$ cat config.mk
export PLATFORM = sky130hd
export DESIGN_NAME = oc8051_op_select_pri
export DESIGN_NICKNAME = d
export VERILOG_FILES = /design/src/rtl/oc8051_op_select_pri.sv
export SDC_FILE = /design/constraint.sdc
export NUM_CORES = 1
export LEC_CHECK = 0
export CAP_MARGIN = 20
export CELL_PAD_IN_SITES_DETAIL_PLACEMENT = 1
export CELL_PAD_IN_SITES_GLOBAL_PLACEMENT = 1
export CORE_MARGIN = 8
export CORE_UTILIZATION = 30
export DETAILED_ROUTE_END_ITERATION = 12
export GPL_TIMING_DRIVEN = 1
export PLACE_DENSITY_LB_ADDON = 0.1
export SYNTH_ARGS = -nofsm -noshare
export SYNTH_HDL_FRONTEND = slang
export SYNTH_SLANG_ARGS = --single-unit
export TNS_END_PERCENT = 20
$ cat constraint.sdc
create_clock -name clk -period 4.85 [get_ports clk]
set_clock_uncertainty 0.1 [all_clocks]
set_input_delay 1.2125 -clock clk [delete_from_list [all_inputs] [get_ports clk]]
set_output_delay 1.2125 -clock clk [all_outputs]
set_load 0.01 [all_outputs]
$ cat src/rtl/oc8051_op_select_pri.sv
// Instruction-select stage with prioritised interrupt injection.
//
// Chooses between internal and external instruction ROM bytes, holds operand
// bytes while the decoder stalls, and substitutes an LCALL to the vector of
// the highest eligible pending interrupt level. In-service levels are tracked
// so only strictly higher-priority requests can nest; RETI retires the
// highest in-service level.
//
// Ports:
//   clk, rst                 clock, asynchronous active-high reset
//   rd                       decoder consumes current instruction
//   ea, ea_int               external-access pin, internal ROM range flag
//   istb / istb_o            fetch strobe in / strobe to external ROM
//   iack_i                   external ROM data valid
//   op1_i..op3_i             internal ROM bytes
//   op1_x..op3_x             external ROM bytes
//   intr, int_v              per-level request and vector (level k at k*VEC_W)
//   reti                     decoder executed RETI
//   op1_out..op3_out         instruction bytes to decoder/PC
//   op2_direct               direct-address byte (SFR remap applied)
//   ack                      one-cycle per-level acknowledge
//   in_service               currently serviced levels
module oc8051_op_select_pri #(
  parameter int unsigned INT_LEVELS = 2,
  parameter int unsigned VEC_W      = 8,
  parameter logic [7:0]  NOP_OP     = 8'h00
) (
  input  logic                        clk,
  input  logic                        rst,
  input  logic                        rd,
  input  logic                        ea,
  input  logic                        ea_int,
  input  logic                        istb,
  output logic                        istb_o,
  input  logic                        iack_i,
  input  logic [7:0]                  op1_i,
  input  logic [7:0]                  op2_i,
  input  logic [7:0]                  op3_i,
  input  logic [7:0]                  op1_x,
  input  logic [7:0]                  op2_x,
  input  logic [7:0]                  op3_x,
  input  logic [INT_LEVELS-1:0]       intr,
  input  logic [INT_LEVELS*VEC_W-1:0] int_v,
  input  logic                        reti,
  output logic [7:0]                  op1_out,
  output logic [7:0]                  op2_out,
  output logic [7:0]                  op3_out,
  output logic [7:0]                  op2_direct,
  output logic [INT_LEVELS-1:0]       ack,
  output logic [INT_LEVELS-1:0]       in_service
);

  localparam int unsigned IdxW = (INT_LEVELS > 1) ? $clog2(INT_LEVELS) : 1;
  localparam logic [7:0]  LcallOp = 8'h12;

  logic [INT_LEVELS-1:0] r_pend;
  logic [VEC_W-1:0]      r_vec [INT_LEVELS];
  logic [INT_LEVELS-1:0] r_in_service;
  logic [INT_LEVELS-1:0] r_ack;
  logic [7:0]            r_op2;
  logic [7:0]            r_op3;
  logic [7:0]            r_op2_direct;

  logic                  w_sel;
  logic                  w_inst_valid;
  logic [7:0]            w_raw1, w_raw2, w_raw3;
  logic [7:0]            w_op1, w_op2, w_op3;
  logic [7:0]            w_direct;
  logic                  w_isr_any;
  logic [IdxW-1:0]       w_isr_top;
  logic                  w_inj;
  logic [IdxW-1:0]       w_win;
  logic                  w_take;
  logic [INT_LEVELS-1:0] w_pend_d;
  logic [INT_LEVELS-1:0] w_isr_d;
  logic [INT_LEVELS-1:0] w_ack_d;

  assign w_sel        = ea & ea_int;
  assign istb_o       = w_sel ? 1'b0 : istb;
  assign w_inst_valid = w_sel | iack_i;

  always_comb begin
    if (w_sel) begin
      w_raw1 = op1_i;
      w_raw2 = op2_i;
      w_raw3 = op3_i;
    end else if (iack_i) begin
      w_raw1 = op1_x;
      w_raw2 = op2_x;
      w_raw3 = op3_x;
    end else begin
      w_raw1 = NOP_OP;
      w_raw2 = 8'h00;
      w_raw3 = 8'h00;
    end
  end

  // Highest in-service level and highest eligible pending level.
  always_comb begin
    w_isr_any = |r_in_service;
    w_isr_top = '0;
    w_inj     = 1'b0;
    w_win     = '0;
    for (int k = 0; k < INT_LEVELS; k++) begin
      if (r_in_service[k]) w_isr_top = IdxW'(k);
    end
    for (int k = 0; k < INT_LEVELS; k++) begin
      if (r_pend[k] && (!w_isr_any || (IdxW'(k) > w_isr_top))) begin
        w_inj = 1'b1;
        w_win = IdxW'(k);
      end
    end
  end

  always_comb begin
    if (w_inj && w_inst_valid) begin
      w_op1 = LcallOp;
      w_op2 = 8'h00;
      w_op3 = 8'(r_vec[w_win]);
    end else begin
      w_op1 = w_raw1;
      w_op2 = w_raw2;
      w_op3 = w_raw3;
    end
  end

  // Opcodes whose direct operand is implicitly DPL or B.
  always_comb begin
    case (w_op1)
      8'h90, 8'hA3, 8'h73, 8'h93: w_direct = 8'h82;
      8'hA4, 8'h84:               w_direct = 8'hF0;
      default:                    w_direct = w_op2;
    endcase
  end

  assign op1_out    = w_op1;
  assign op2_out    = rd ? w_op2 : r_op2;
  assign op3_out    = rd ? w_op3 : r_op3;
  assign op2_direct = rd ? w_direct : r_op2_direct;
  assign ack        = r_ack;
  assign in_service = r_in_service;

  // A new request on the winning level beats its clear; RETI acts on the
  // pre-injection in-service value.
  always_comb begin
    w_take   = rd & w_inj & w_inst_valid;
    w_pend_d = r_pend;
    w_isr_d  = r_in_service;
    w_ack_d  = '0;
    if (w_take) w_pend_d[w_win] = 1'b0;
    w_pend_d = w_pend_d | intr;
    if (reti && w_isr_any) w_isr_d[w_isr_top] = 1'b0;
    if (w_take) begin
      w_isr_d[w_win] = 1'b1;
      w_ack_d[w_win] = 1'b1;
    end
  end

  always_ff @(posedge clk or posedge rst) begin
    if (rst) begin
      r_pend       <= '0;
      r_in_service <= '0;
      r_ack        <= '0;
      r_op2        <= 8'h00;
      r_op3        <= 8'h00;
      r_op2_direct <= 8'h00;
      for (int k = 0; k < INT_LEVELS; k++) r_vec[k] <= '0;
    end else begin
      r_pend       <= w_pend_d;
      r_in_service <= w_isr_d;
      r_ack        <= w_ack_d;
      for (int k = 0; k < INT_LEVELS; k++) begin
        if (intr[k]) r_vec[k] <= int_v[k*VEC_W +: VEC_W];
      end
      if (rd) begin
        r_op2        <= w_op2;
        r_op3        <= w_op3;
        r_op2_direct <= w_direct;
      end
    end
  end

endmodule
# Yosys cells after proc, flatten, opt, wreduce, memory -nomap -nowiden
# Cells that the tools add are included.
# Widths: inputs -> output; s select.
[op_classes] bitwise_logic=11 magnitude_cmp=7 n_mux=29 eq_ne=6 reduce_logical=12
[op_table] op="$mux 8" count=15
[op_table] op="$eq 8x8->1 const B" count=5
[op_table] op="$pmux 8 s2" count=1
[op_table] op="$eq 8x7->1 const B" count=1
[op_table] op="$mux 2" count=4
[op_table] op="$mux 1" count=7
[op_table] op="$logic_and 1x1->1" count=6
[op_table] op="$and 2x2->2" count=2
[op_table] op="$lt 1x2->1 const B" count=2
[op_table] op="$not 2->2" count=2
[op_table] op="$or 2x2->2" count=2
[op_table] op="$reduce_or 2->1" count=2
[op_table] op="$reduce_or 4->1" count=1
[op_table] op="$and 1x1->1" count=3
[op_table] op="$demux 1 s1" count=2
[op_table] op="$ge 1x1->1 const B" count=2
[op_table] op="$ge 2x2->1 const B" count=1
[op_table] op="$gt 1x1->1 const A" count=2
[op_table] op="$logic_or 1x1->1" count=2
[op_table] op="$not 1->2" count=1
[op_table] op="$logic_not 1->1" count=1
[op_table] op="$or 1x1->1" count=1
[word_totals] out_inout_bits=37 reg_bits=46 wordCells=73 input_bits=74

# Logic depth before layout (Yosys ltp)
[logic_depth] word_depth=13 depth_mapped=8 mapped_depth_nobuf=6

# Worst setup path before layout
# Ideal clock, no wire load.
[synth_timing] path_kind="input port to output port" start="input ea_int" end="output op2_direct[1]" slack_ns=0.523 path_stages=8 n_path_buf=2 arrival_ns=3.014 required_time_ns=3.538 path_cell_list="buf_2 > and2_4 > o221a_1 > buf_6 > or4b_4 > o31ai_4 > a211oi_1 > a211o_1"
[synth_between] elab_chain_cells=8 word_cells_on_any_way=17 cone_classes="6 x eq/ne; 6 x mux; 2 x bitwise; 3 x reduce/logical"
[synth_lines] item="from (decl)" line_no="32" source="input logic ea_int,"
[synth_lines] item="$and 1x1->1 (*)" line_no="78" source="assign w_sel = ea & ea_int;"
[synth_lines] item="$or 1x1->1" line_no="80" source="assign w_inst_valid = w_sel | iack_i;"
[synth_lines] item="$logic_and 1x1->1" line_no="116" source="if (w_inj && w_inst_valid) begin"
[synth_lines] item="$mux 8" line_no="116"
[synth_lines] item="$eq 8x8->1 / $eq 8x7->1 (equally long branches)" line_no="129" source="case (w_op1)"
[synth_lines] item="$reduce_or 4->1 / $reduce_or 2->1 (equally long branches)" line_no="129"
[synth_lines] item="$pmux 8 s2 (*)" line_no="129"
[synth_lines] item="$mux 8 (*)"
[synth_lines] item="to (decl)" line_no="48" source="output logic [7:0] op2_direct,"
# Mark *: on every way between the ends. The rest lies on a longest branch, timed or not.

# Worst setup path in the final report
[layout_timing] start="input op1_i[2]" end="output op2_direct[1]"
[layout_between] elab_chain_cells=6 word_cells_on_any_way=12 cone_classes="6 x eq/ne; 4 x mux; 2 x reduce/logical"
[layout_lines] item="from (decl)" line_no="36" source="input logic [7:0] op1_i,"
[layout_lines] item="$mux 8 (*)" line_no="83" source="if (w_sel) begin"
[layout_lines] item="$mux 8 (*)" line_no="116"
[layout_lines] item="$eq 8x8->1 / $eq 8x7->1 (equally long branches)" line_no="129"
[layout_lines] item="$reduce_or 4->1 / $reduce_or 2->1 (equally long branches)" line_no="129"
[layout_lines] item="$pmux 8 s2 (*)" line_no="129"
[layout_lines] item="$mux 8 (*)"
# Marked as above.

==> results.sh <==
export IMPL_status="completed"
export IMPL_gp_congestion=0.7646
export IMPL_antenna_found_initial=0
export IMPL_dp_hpwl_um=6844
export IMPL_min_from="r_op2[7]"
export IMPL_tightest_slew_ps=879.1
export IMPL_clock_sinks=46
export IMPL_worstReg2RegStart="r_pend[0]"
export IMPL_drtAntennaViolNets=0
export IMPL_route_detailed_drc=0
export IMPL_r2r_end="r_op2_direct[1]"
export IMPL_slew_headroom=0.4127
export IMPL_drive_gt1_frac=0.2202
export IMPL_clkTransAtPathRegs_ps=80
export IMPL_leakage_nw=1.703
export IMPL_ys_types=39
export IMPL_yosys_warnings=0
export IMPL_avgSynthCellArea_um2=9.802
export IMPL_cts_root_buf="clkbuf_8"
export IMPL_antenna_cells=0
export IMPL_fin_crit_ps=4760
export IMPL_grt_pass1_wl_um=14680
export IMPL_cts_tree="built"
export IMPL_grt_pass1_vias=2682
export IMPL_nets=450
export IMPL_path_cells="clkdlybuf4s50_1, and3_1, a31oi_1, or4b_4, o31ai_4, buf_4, a211oi_1, a211o_1, buf_2"
export IMPL_die_width_um=105.8
export IMPL_cp_slowest_cell="or4b_4"
export IMPL_synth_area_um2=2421
export IMPL_core_area_um2=7767
export IMPL_arrival_ps=3450
export IMPL_port_buffers=110
export IMPL_r2r_slack_ps=2490
export IMPL_hp_class="reg2reg"
export IMPL_worst_setup_path_type="in2out"
export IMPL_ctsHtreeMaxLevel=2
export IMPL_finalSetupViolations=0
export IMPL_worst_r2r_path_depth=7
export IMPL_area_growth_synth_to_final_pct=64.24
export IMPL_die_area_um2=11200
export IMPL_ys_ff_latch=46
export IMPL_power_total_mw=1.207
export IMPL_drt_first_pass_iters=4
export IMPL_die_h_um=105.8
export IMPL_initial_core_util=0.3117
export IMPL_clockBufferDepth=2
export IMPL_p_per_area_nw_per_um2=303.7
export IMPL_wl_um=9097
export IMPL_cp_max_fo=3
export IMPL_avgRoutedWirePerCell_um=18.99
export IMPL_tns_ps=0
export IMPL_vias=2410
export IMPL_hold_depth=2
export IMPL_max_stage_delay_ps=620
export IMPL_required_ps=3540
export IMPL_via_per_inst=5.031
export IMPL_clock_latency_ps=300
export IMPL_synth_ff_type="dfrtp_1"
export IMPL_pin_count=111
export IMPL_max_vdd_ir_drop_v=0.0001600
export IMPL_hold_violations=0
export IMPL_hold_path_endpoint="r_op2[7]"
export IMPL_synth_edf_count=0
export IMPL_rows=32
export IMPL_cp_start_kind="primary input"
export IMPL_drt_initial_drc_count=84
export IMPL_finalCritPeriodShare=0.9814
export IMPL_syn_inst=247
export IMPL_grt_overflow=0
export IMPL_max_cap_viol_count=0
export IMPL_cts_made_buffers=5
export IMPL_grtUsageTotal=0.1635
export IMPL_grt_max_degree=47
export IMPL_synth_async_reset_ratio=1.000
export IMPL_fmax_mhz=210.1
export IMPL_syn_nets=321
export IMPL_yosysSeqAreaShare=0.4755
export IMPL_crit_path_end_kind="primary output"
export IMPL_slew_viol_final=0
[cell families (layout without fill, tap and decap cells)]
logic type,after synthesis,in the layout,share of synthesized area
xor gates and xnor gates,1,1,0.003618
muxes,28,28,0.1302
and+or+nand+nor,92,92,0.1845
buffers and inverters,25,155,0.04857
AOI/OAI and AO/OA,55,55,0.1576
DFF,46,46,0.4755
[per-layer routing]
layer / routed length (µm) / global-route usage
met4: 113 / 0.03920
met1: 4127 / 0.2042
met2: 4431 / 0.2793
met3: 425 / 0.03532
met5: 0 / 0
[cell type report]
type / instances / area (µm²)
Fill cell: 883 / 3791
Timing Repair Buffer: 139 / 1341
Multi-Input combinational cell: 176 / 1231
Sequential cell: 46 / 1151
Tap cell: 102 / 127.6
Clock buffer: 6 / 82.58
Inverter: 8 / 30.03
Clock inverter: 2 / 12.51
[repair_timing]
item                       CTS  global route
hold buffers                 0             0
setup endpoints to repair   12            14
buffers inserted             4             0
resized for setup           29             9
pin swaps                    3             3
[how the worst max path moves through the flow]
stage,endpoint,depth (start not counted),slack (ps),from
after global routing,op2_direct[7],11,-20,ea
after CTS,op2_direct[1],10,-70,ea_int
after floorplan,op2_direct[1],8,520,ea_int
after global placement,op2_direct[1],10,-410,iack_i
final,op2_direct[1],9,90,op1_i[2]
after detailed placement,op2_direct[1],11,-480,ea
[critical path: cells and delay by family]
| kind | cells | cell delay (ps) |
|---|---|---|
| compound gates | 4 | 720 |
| buf+inv | 3 | 770 |
| simple gates | 2 | 760 |
[per-stage QoR]
step	utilization	setup WS [ps]	cells	hold slack, ps	area (µm²)
finish	0.5119	90.25	479	394.8	3976
global route	0.5119	-15.96	479	408.6	3976
CTS	0.5066	-69.23	478	390.6	3935
detailed placement	0.4850	-478.0	466	374.5	3767
global placement	0.4850	-410.9	466	367.4	3767
floorplan	-	523.0	247	370.5	2421
[where the power goes]
group,switching (mW),internal (mW)
combinational,0.232,0.256
clock,0.133,0.115
sequential,0.0251,0.447
[state kept, by name, summed over array words and instances (netlist names)]
signal and cells:
r_vec 16, r_op2 8, r_op2_direct 8, r_op3 8, ack 2, in_service 2, r_pend 2
[placed cells by master (no fill, tap or decap), types with 2 or more instances in the layout]
| cell type | instances |
|---|---|
| a211oi_1 | 10 |
| a21oi_1 | 5 |
| a31oi_1 | 9 |
| a31oi_2 | 3 |
| a31oi_4 | 2 |
| and3_1 | 16 |
| buf_12 | 3 |
| buf_2 | 3 |
| buf_4 | 24 |
| buf_6 | 2 |
| clkbuf_8 | 6 |
| clkdlybuf4s15_1 | 2 |
| clkdlybuf4s50_1 | 99 |
| dfrtp_1 | 46 |
| dlygate4sd2_1 | 4 |
| inv_1 | 7 |
| mux2_2 | 28 |
| nand2_1 | 37 |
| nand2b_1 | 2 |
| nand3_1 | 11 |
| nor2_1 | 15 |
| nor2b_1 | 2 |
| o21a_1 | 2 |
| o21ai_0 | 7 |
| o22ai_1 | 4 |
| o2bb2ai_1 | 3 |
[Yosys cell counts (2+ instances only)]
master / count / area (µm²)
nor2_1: 15 / 56.30
clkbuf_1: 12 / 45.04
buf_4: 2 / 15.01
a21oi_1: 5 / 25.02
o22ai_1: 4 / 25.02
o2bb2ai_1: 3 / 26.28
a31oi_1: 14 / 87.58
nor2b_1: 2 / 12.51
o21ai_0: 7 / 35.03
o21ai_1: 2 / 10.01
buf_6: 2 / 22.52
o21a_1: 2 / 15.01
inv_1: 8 / 30.03
a211oi_1: 10 / 75.07
nand2b_1: 2 / 12.51
and3_1: 16 / 100.1
mux2_2: 28 / 315.3
dfrtp_1: 46 / 1151
nand2_1: 37 / 138.9
nand3_1: 11 / 55.05
Power figures use the tool's default switching activity.
